===== src/rtl/dcache_ctrl_pkg.sv =====
// Shared definitions for the direct-mapped data cache controller:
// FSM state encoding and the fixed address-field geometry.
package dcache_ctrl_pkg;

  // Address geometry: tag[7:5], index[4:2], offset[1:0]
  localparam int TAG_W    = 3;
  localparam int INDEX_W  = 3;
  localparam int OFFSET_W = 2;
  localparam int LINES    = 8;

  // Controller states
  localparam logic [1:0] ST_IDLE      = 2'd0;
  localparam logic [1:0] ST_WRITEBACK = 2'd1;
  localparam logic [1:0] ST_FETCH     = 2'd2;

endpackage


===== src/rtl/dcache_byte_sel.sv =====
// Byte lane helper for a 4-byte cache block: selects the load byte named
// by the offset, and builds the block with the store byte merged in.
// Byte n of the block lives in bits [8n+7:8n].
module dcache_byte_sel
  import dcache_ctrl_pkg::*;
(
  input  logic [31:0]         line_data,
  input  logic [OFFSET_W-1:0] offset,
  input  logic [7:0]          wr_byte,
  output logic [7:0]          rd_byte,
  output logic [31:0]         merged
);

  // 4:1 read mux and single-byte write merge, both steered by the offset
  always_comb begin
    rd_byte = line_data[7:0];
    merged  = line_data;
    case (offset)
      2'd0: begin
        rd_byte      = line_data[7:0];
        merged[7:0]  = wr_byte;
      end
      2'd1: begin
        rd_byte      = line_data[15:8];
        merged[15:8] = wr_byte;
      end
      2'd2: begin
        rd_byte       = line_data[23:16];
        merged[23:16] = wr_byte;
      end
      default: begin
        rd_byte       = line_data[31:24];
        merged[31:24] = wr_byte;
      end
    endcase
  end

endmodule


===== src/rtl/dcache_ctrl.sv =====
// Direct-mapped, write-back, write-allocate data cache controller:
// 8 lines of 4 bytes, 8-bit byte address.
//
// Handshakes: the CPU holds READ or WRITE (with ADDRESS/WRITEDATA stable)
// and the access is taken on the rising edge where BUSYWAIT is low. The
// controller holds MEM_READ or MEM_WRITE (with MEM_ADDRESS/MEM_WRITEDATA
// stable) and a block transfer completes on the rising edge where
// MEM_BUSYWAIT is low.
module dcache_ctrl
  import dcache_ctrl_pkg::*;
(
  input  logic                       CLK,
  input  logic                       RESET,
  input  logic                       READ,
  input  logic                       WRITE,
  input  logic [7:0]                 ADDRESS,
  input  logic [7:0]                 WRITEDATA,
  output logic [7:0]                 READDATA,
  output logic                       BUSYWAIT,
  output logic                       MEM_READ,
  output logic                       MEM_WRITE,
  output logic [TAG_W+INDEX_W-1:0]   MEM_ADDRESS,
  output logic [31:0]                MEM_WRITEDATA,
  input  logic [31:0]                MEM_READDATA,
  input  logic                       MEM_BUSYWAIT,
  output logic [1:0]                 dbg_state
);

  logic [1:0]               state_q, state_d;
  logic [LINES-1:0]         valid_q, valid_d;
  logic [LINES-1:0]         dirty_q, dirty_d;
  logic [TAG_W-1:0]         tag_q  [LINES];
  logic [TAG_W-1:0]         tag_d  [LINES];
  logic [31:0]              data_q [LINES];
  logic [31:0]              data_d [LINES];
  logic [7:0]               readdata_q, readdata_d;
  // Block address of the miss being serviced; held so the fill still lands
  // correctly if the CPU drops its request mid-miss.
  logic [TAG_W+INDEX_W-1:0] miss_addr_q, miss_addr_d;

  logic [TAG_W-1:0]         addr_tag;
  logic [INDEX_W-1:0]       addr_idx;
  logic [OFFSET_W-1:0]      addr_off;
  logic [INDEX_W-1:0]       miss_idx;
  logic [TAG_W-1:0]         miss_tag;
  logic                     idle;
  logic                     hit;
  logic                     rd_hit;
  logic                     wr_hit;
  logic [7:0]               sel_byte;
  logic [31:0]              merged_line;

  assign addr_tag  = ADDRESS[7:5];
  assign addr_idx  = ADDRESS[4:2];
  assign addr_off  = ADDRESS[1:0];
  assign miss_idx  = miss_addr_q[INDEX_W-1:0];
  assign miss_tag  = miss_addr_q[TAG_W+INDEX_W-1:INDEX_W];
  assign dbg_state = state_q;

  dcache_byte_sel u_byte_sel (
    .line_data (data_q[addr_idx]),
    .offset    (addr_off),
    .wr_byte   (WRITEDATA),
    .rd_byte   (sel_byte),
    .merged    (merged_line)
  );

  // Hit detection, CPU-side outputs, FSM next state and line updates
  always_comb begin
    state_d       = state_q;
    valid_d       = valid_q;
    dirty_d       = dirty_q;
    tag_d         = tag_q;
    data_d        = data_q;
    miss_addr_d   = miss_addr_q;
    MEM_READ      = 1'b0;
    MEM_WRITE     = 1'b0;
    MEM_ADDRESS   = '0;
    MEM_WRITEDATA = '0;

    idle   = (state_q == ST_IDLE);
    hit    = valid_q[addr_idx] && (tag_q[addr_idx] == addr_tag);
    rd_hit = idle && READ && hit;
    // A simultaneous READ wins; the store is dropped.
    wr_hit = idle && WRITE && !READ && hit;

    BUSYWAIT   = (READ || WRITE) && !(idle && hit);
    READDATA   = rd_hit ? sel_byte : readdata_q;
    readdata_d = READDATA;

    case (state_q)
      ST_IDLE: begin
        if ((READ || WRITE) && !hit) begin
          miss_addr_d = ADDRESS[7:2];
          if (valid_q[addr_idx] && dirty_q[addr_idx]) begin
            state_d = ST_WRITEBACK;
          end else begin
            state_d = ST_FETCH;
          end
        end
        if (wr_hit) begin
          data_d[addr_idx]  = merged_line;
          dirty_d[addr_idx] = 1'b1;
        end
      end
      ST_WRITEBACK: begin
        MEM_WRITE     = 1'b1;
        MEM_ADDRESS   = {tag_q[miss_idx], miss_idx};
        MEM_WRITEDATA = data_q[miss_idx];
        if (!MEM_BUSYWAIT) begin
          state_d = ST_FETCH;
        end
      end
      ST_FETCH: begin
        MEM_READ    = 1'b1;
        MEM_ADDRESS = miss_addr_q;
        if (!MEM_BUSYWAIT) begin
          data_d[miss_idx]  = MEM_READDATA;
          tag_d[miss_idx]   = miss_tag;
          valid_d[miss_idx] = 1'b1;
          dirty_d[miss_idx] = 1'b0;
          state_d           = ST_IDLE;
        end
      end
      default: begin
        state_d = ST_IDLE;
      end
    endcase
  end

  // State registers; reset invalidates every line and drops any transfer
  always_ff @(posedge CLK or negedge RESET) begin
    if (!RESET) begin
      state_q     <= ST_IDLE;
      valid_q     <= '0;
      dirty_q     <= '0;
      readdata_q  <= '0;
      miss_addr_q <= '0;
      for (int i = 0; i < LINES; i++) begin
        tag_q[i]  <= '0;
        data_q[i] <= '0;
      end
    end else begin
      state_q     <= state_d;
      valid_q     <= valid_d;
      dirty_q     <= dirty_d;
      readdata_q  <= readdata_d;
      miss_addr_q <= miss_addr_d;
      tag_q       <= tag_d;
      data_q      <= data_d;
    end
  end

endmodule


===== config.mk =====
export PLATFORM = sky130hd
export DESIGN_NAME = dcache_ctrl
export DESIGN_NICKNAME = d
export VERILOG_FILES = /design/src/rtl/dcache_ctrl_pkg.sv /design/src/rtl/dcache_byte_sel.sv /design/src/rtl/dcache_ctrl.sv
export SDC_FILE = /design/constraint.sdc
export NUM_CORES = 1
export LEC_CHECK = 0
export CAP_MARGIN = 20
export CORE_MARGIN = 2
export CORE_UTILIZATION = 55
export DETAILED_ROUTE_END_ITERATION = 12
export PLACE_DENSITY = 0.77
export SLEW_MARGIN = 10
export SYNTH_ARGS = -nofsm -noshare
export SYNTH_HDL_FRONTEND = slang
export SYNTH_SLANG_ARGS = --single-unit

===== constraint.sdc =====
create_clock -name CLK -period 3.2 [get_ports CLK]
set_input_delay 0.64 -clock CLK [delete_from_list [all_inputs] [get_ports CLK]]
set_output_delay 0.64 -clock CLK [all_outputs]
set_load 0.02 [all_outputs]

---- After elaboration in Yosys (flattened, before gate mapping) ----
Cells that the tools add are included.
operators by class
  $lt $le $gt $ge ......................... 8
  eq/ne operators ......................... 9
  multiplexer cells ....................... 50
  bitwise operators ....................... 7
  reductions and logical operators ........ 26
operator list
  kind                                                                   count
  256-bit bitwise mux                                                    2
  256-bit 2-to-1 mux                                                     2
  256-bit one-hot mux with 2 select lines                                1
  32-bit 2-to-1 mux                                                      7
  32-bit binary-select mux with 3-bit select                             2
  32-bit demux with 3-bit select                                         2
  8-bit 2-to-1 mux                                                       7
  24-bit bitwise mux                                                     1
  8-bit one-hot mux with 3 select lines                                  1
  3-bit binary-select mux with 3-bit select                              2
  8-bit OR                                                               2
  8-bit one-hot mux with 2 select lines                                  1
  3-bit 2-to-1 mux                                                       5
  1-bit logical AND                                                      14
  6-bit one-hot mux with 2 select lines                                  1
  3-bit demux with 3-bit select                                          1
  8-bit bitwise AND                                                      1
  4-bit >= comparator (second input constant)                            2
  3-bit by 4-bit < comparator with 1-bit output (second input constant)  2
  4-bit by 1-bit < comparator with 1-bit output (second input constant)  2
  2-bit 2-to-1 mux                                                       4
  3-bit inverter with 4-bit output                                       2
  8-bit inverter                                                         1
  1-bit binary-select mux with 3-bit select                              2
  17 further kinds                                                       33
storage, ports and cells
  register bits after elaboration ......... 312

---- Logic depth before layout (Yosys ltp) ----
  depth in word-level cells ............... 10
  gate-level depth with buffers ........... 12
  gate-level depth less buffers ........... 9

---- Modules after synthesis ----
From an unflattened synthesis, not the netlist that was laid out.
unflattened totals
  cells, all modules ...................... 1891
  area total of the unflattened synthesis .. 18706.7 um^2
by module, submodules not included
  module           instances  cells each  area an instance (um^2)  sequential area each (um^2)
  dcache_ctrl      1          1843        18054.8                  7807.5
  dcache_byte_sel  1          48          651.9                    0.0

---- Worst setup path after synthesis ----
Ideal clock, no wire load.
  kind .................................... input to output
  start ................................... input port ADDRESS[2]
  end ..................................... output port READDATA[1]
  arrival ................................. 2.694 ns
  data required time ...................... 2.560 ns
  setup slack ............................. -0.134 ns
  cell stages on the path ................. 10
  cell sequence ........................... buf_6 -> buf_6 -> mux2i_1 -> o22ai_1 -> or3_1 -> a22oi_2 -> and2_1 -> buf_2 -> nand4_2 -> mux2i_1
on the way
  word-level cells in the longest chain between the ends .. 8
  elaborated cells between the ends (all ways) .. 14
RTL lines
  what                                                    line                                  RTL
  from (decl)                                             dcache_ctrl.sv:16                     input logic [7:0] ADDRESS,
  3-bit inverter with 4-bit output (not written as such)  dcache_ctrl.sv:61, dcache_ctrl.sv:82
  3-bit binary-select mux with 3-bit select               dcache_ctrl.sv:82                     hit = valid_q[addr_idx] && (tag_q[addr_idx] == addr_tag);
  3-bit 2-to-1 mux (not written as such) (2 in a row)     dcache_ctrl.sv:82
  3-bit == test                                           dcache_ctrl.sv:82
  1-bit logical AND                                       dcache_ctrl.sv:82
  1-bit logical AND                                       dcache_ctrl.sv:83                     rd_hit = idle && READ && hit;
  8-bit 2-to-1 mux *                                      dcache_ctrl.sv:88                     READDATA = rd_hit ? sel_byte : readdata_q;
  to (decl)                                               dcache_ctrl.sv:18                     output logic [7:0] READDATA,
Mark *: on every way between the ends. The rest lies on a longest branch, timed or not. The select of a mux whose other input is x is not followed.

---- Worst setup path after layout ----
  start ................................... input port ADDRESS[3]
  end ..................................... output port READDATA[7]
The elaborated chain is that of the path after synthesis.

==> results.py <==
metrics = {
    "floorplanning": {
        "core_um2": 35310,
        "dieArea_um2": 37210,
        "die_y_um": 192.9,
        "die_x_um": 192.9,
        "num_io_pins": 104,
        "rows": 69,
        "start_util": 0.5558,
    },
    "yosys": {
        "synth_top_family_by_area": "multiplexers",
        "synth_compound_area_frac": 0.2181,
        "synth-main-ff-cell": "dfrtp_1",
        "synth_cell_types": 60,
        "synthAdderAreaFrac": 0.001913,
        "yosys_warnings": 0,
        "synth.net_count": 1728,
        "syn_area_um2": 19620,
        "synth-seq-cells": 312,
        "ys_top_cells_by_area": "dfrtp_1 (40%), mux2_4 (18%), o22ai_1 (8.1%), mux2_2 (4.1%), a22oi_1 (3.9%)",
        "synth_edf_count": 0,
        "synth-seq-area-share": 0.3979,
        "synth_top_area_cell": "dfrtp_1",
        "synth_cells": 1672,
        "synth_async_sr_flop_share": 1.000,
        "synth_top_area_frac": 0.3979,
        "synthSimpleGateAreaFrac": 0.04227,
        "synth_xor_area_frac": 0.0004463,
        "synthMuxAreaShare": 0.2909,
        "syn_avg_cell_area_um2": 11.74,
    },
    "route": {
        "ant_nets": 0,
        "drt-total-wl_um": 83220,
        "wire_per_inst_um": 34.88,
        "first_pass_iters": 7,
        "vias": 18790,
        "routed_via_density": 7.877,
        "drc": 0,
        "dr.first_iter.drc_count": 3345,
    },
    "grt": {
        "overflow": 0,
        "grt_first_pass_wirelength_um": 119900,
        "grt_max_degree": 70,
        "grt_use_total": 0.4383,
        "antenna_found_initial": 1,
        "grt_pass1_vias": 18950,
    },
    "power_and_ir_drop": {
        "total_power_w": 0.01940,
        "leakagePower_nw": 11.50,
        "p_per_area_nw_per_um2": 788.1,
        "ir_drop_mv": 0.8173,
    },
    "status": {
        "outcome": "complete, but fails checks",
        "violations": "negative setup slack",
    },
    "placement": {
        "pre_cts_ws_ps": -782.2,
        "dpl-instance-area_um2": 22630,
        "port_buffers": 103,
        "place_congestion": 1.048,
        "place_hpwl_um": 49220,
    },
    "final_layout": {
        "drive_above_1_share": 0.4109,
        "layout.nets": 1962,
        "synthToLayoutAreaGrowth_pct": 25.43,
        "finish.instance_area_um2": 24610,
        "insertedDiodeCount": 0,
    },
    "clocking": {
        "root_buffer": "clkbuf_16",
        "cts-hold-fix-buffers": 0,
        "clk_latency_ps": 540,
        "cts_max_level": 2,
        "cts_tree": "done",
        "cts_max_path_buffers": 3,
        "clkTransAtPathRegs_ps": 60,
        "numCtsBuffers": 37,
        "clkSinkCount": 312,
    },
    "worst_setup_path": {
        "path_max_fanout": 6,
        "crit_arrival_ps": 2790,
        "r2r_start": "dbg_state[0]",
        "worstPathRequired_ps": 2560,
        "cp-end-kind": "primary output",
        "cp-start-kind": "primary input",
        "regToRegEndpoint": "data_q[28]",
        "reg2reg_slack_ps": 390,
        "criticalPathCategory": "in -> out",
        "r2r_cells": 10,
    },
    "timing": {
        "setup_violations": 11,
        "hold_violations": 0,
        "fmax_mhz": 291.4,
        "fin_ws_ps": -231.4,
        "slew_headroom": 0.4669,
        "slew_viol_final": 0,
        "fin_crit_ps": 3431,
        "worst_pin_slew_ps": 794.3,
        "rsz0062_at_grt": "true",
        "skew_ps": 18.40,
        "period_share": 1.072,
    },
    "flow_run": {
        "drv_cap": 0,
    },
    "min_path": {
        "worstHoldPathType": "in -> async",
    },
}
==> layout make-up <==
class | instances | area, um2
fillers | 2392 | 10700
inverters | 10 | 42.54
multi-input cells | 1179 | 11400
repair buffers | 366 | 3685
flip-flops and latches | 312 | 7810
clock inverters | 6 | 55.05
well taps | 461 | 576.8
clock buffers | 52 | 1042
==> registers in the layout, summed over array words and instances, names as in the netlist <==
| signal | cells |
|---|---|
| miss_addr_q | 6 |
| dbg_state | 2 |
| valid_q | 8 |
| readdata_q | 8 |
| tag_q | 24 |
| dirty_q | 8 |
| data_q | 256 |
==> cells in the mapped netlist (14+ instances only) <==
cell / instances
a221oi_1: 53
a22o_1: 47
a22oi_1: 103
a31oi_1: 29
buf_1: 16
buf_2: 15
buf_6: 29
clkbuf_1: 105
dfrtp_1: 312
mux2_2: 71
mux2_4: 240
mux2i_1: 63
mux4_2: 30
nand2_1: 84
nor2_1: 27
o21ai_0: 32
o21ai_1: 14
o22ai_1: 253
==> cells in the final DEF, fill, tap and decap left out, types with 11 or more instances in the layout <==
cell               n
a221oi_1          27
a221oi_2          22
a22o_1            47
a22oi_1          100
a31oi_1           25
buf_12            46
buf_4            204
buf_6             18
clkbuf_16         40
clkbuf_2          11
clkdlybuf4s50_1   55
dfrtp_1          310
mux2_2            62
mux2_4           249
mux2i_1           52
mux4_2            30
nand2_1           81
nor2_1            23
o21ai_0           28
o21ai_1           18
o22ai_1          249
==> metrics by stage <==
stage	hold WS, ps	util	setup TNS (ps)	cells
2_1_floorplan	344.4	-	-39.36	1672
3_3_place_gp	451.0	0.6408	-41010	2291
3_5_place_dp	455.4	0.6408	-45070	2291
4_1_cts	106.6	0.6877	-1029	2372
5_1_grt	121.5	0.6971	-1521	2386
6_report	78.88	0.6971	-1059	2386
==> cells by family (layout without fill, tap and decap cells) <==
family / Yosys count / count (layout)
and+or+nand+nor: 174 / 174
muxes: 404 / 404
xor gates and xnor gates: 1 / 1
adders and majority gates: 3 / 3
buffers and inverters: 181 / 434
DFF: 312 / 312
AOI/OAI and AO/OA: 597 / 597
==> routing by layer <==
metal  share of wire  track usage
met3            0.17       0.1740
met2            0.41       0.6209
met4           0.081       0.2853
met5               0      0.01236
met1            0.34       0.5528
==> repair_timing <==
| action | 4_1_cts | 5_1_grt |
|---|---|---|
| buffers inserted | 21 | 12 |
| pin swaps | 23 | 15 |
| cloned | 3 | 3 |
| endpoints found under the setup margin | 43 | 37 |
| gates resized for setup | 187 | 85 |
==> power breakdown <==
part	switching (W)	internal [W]	leakage [nW]
clock network	0.00173	0.00233	0.543
registers	0.00122	0.00510	4.23
logic	0.00504	0.00398	6.73
==> how the worst max path moves through the flow <==
stage                           from     endpoint  slack (ps)  cells past startpoint
after detailed placement  ADDRESS[2]  READDATA[3]        -780                      8
final                     ADDRESS[3]  READDATA[7]        -230                     12
after global routing      ADDRESS[3]  READDATA[7]        -280                     12
after floorplan           ADDRESS[2]  READDATA[3]         -40                      9
after global placement    ADDRESS[2]  READDATA[3]        -740                      8
after CTS                 ADDRESS[2]  READDATA[3]        -250                     10
==> worst max-delay path, cell delays in order <==
cell and delay (ps):
buf_12 120, buf_12 150, buf_6 120, buf_6 120, mux2_4 310, a221oi_2 270
o22a_1 270, nand2_1 70, o211ai_1 90, o21ai_1 110, mux2_4 340, buf_6 150
Power figures use the tool's default switching activity.
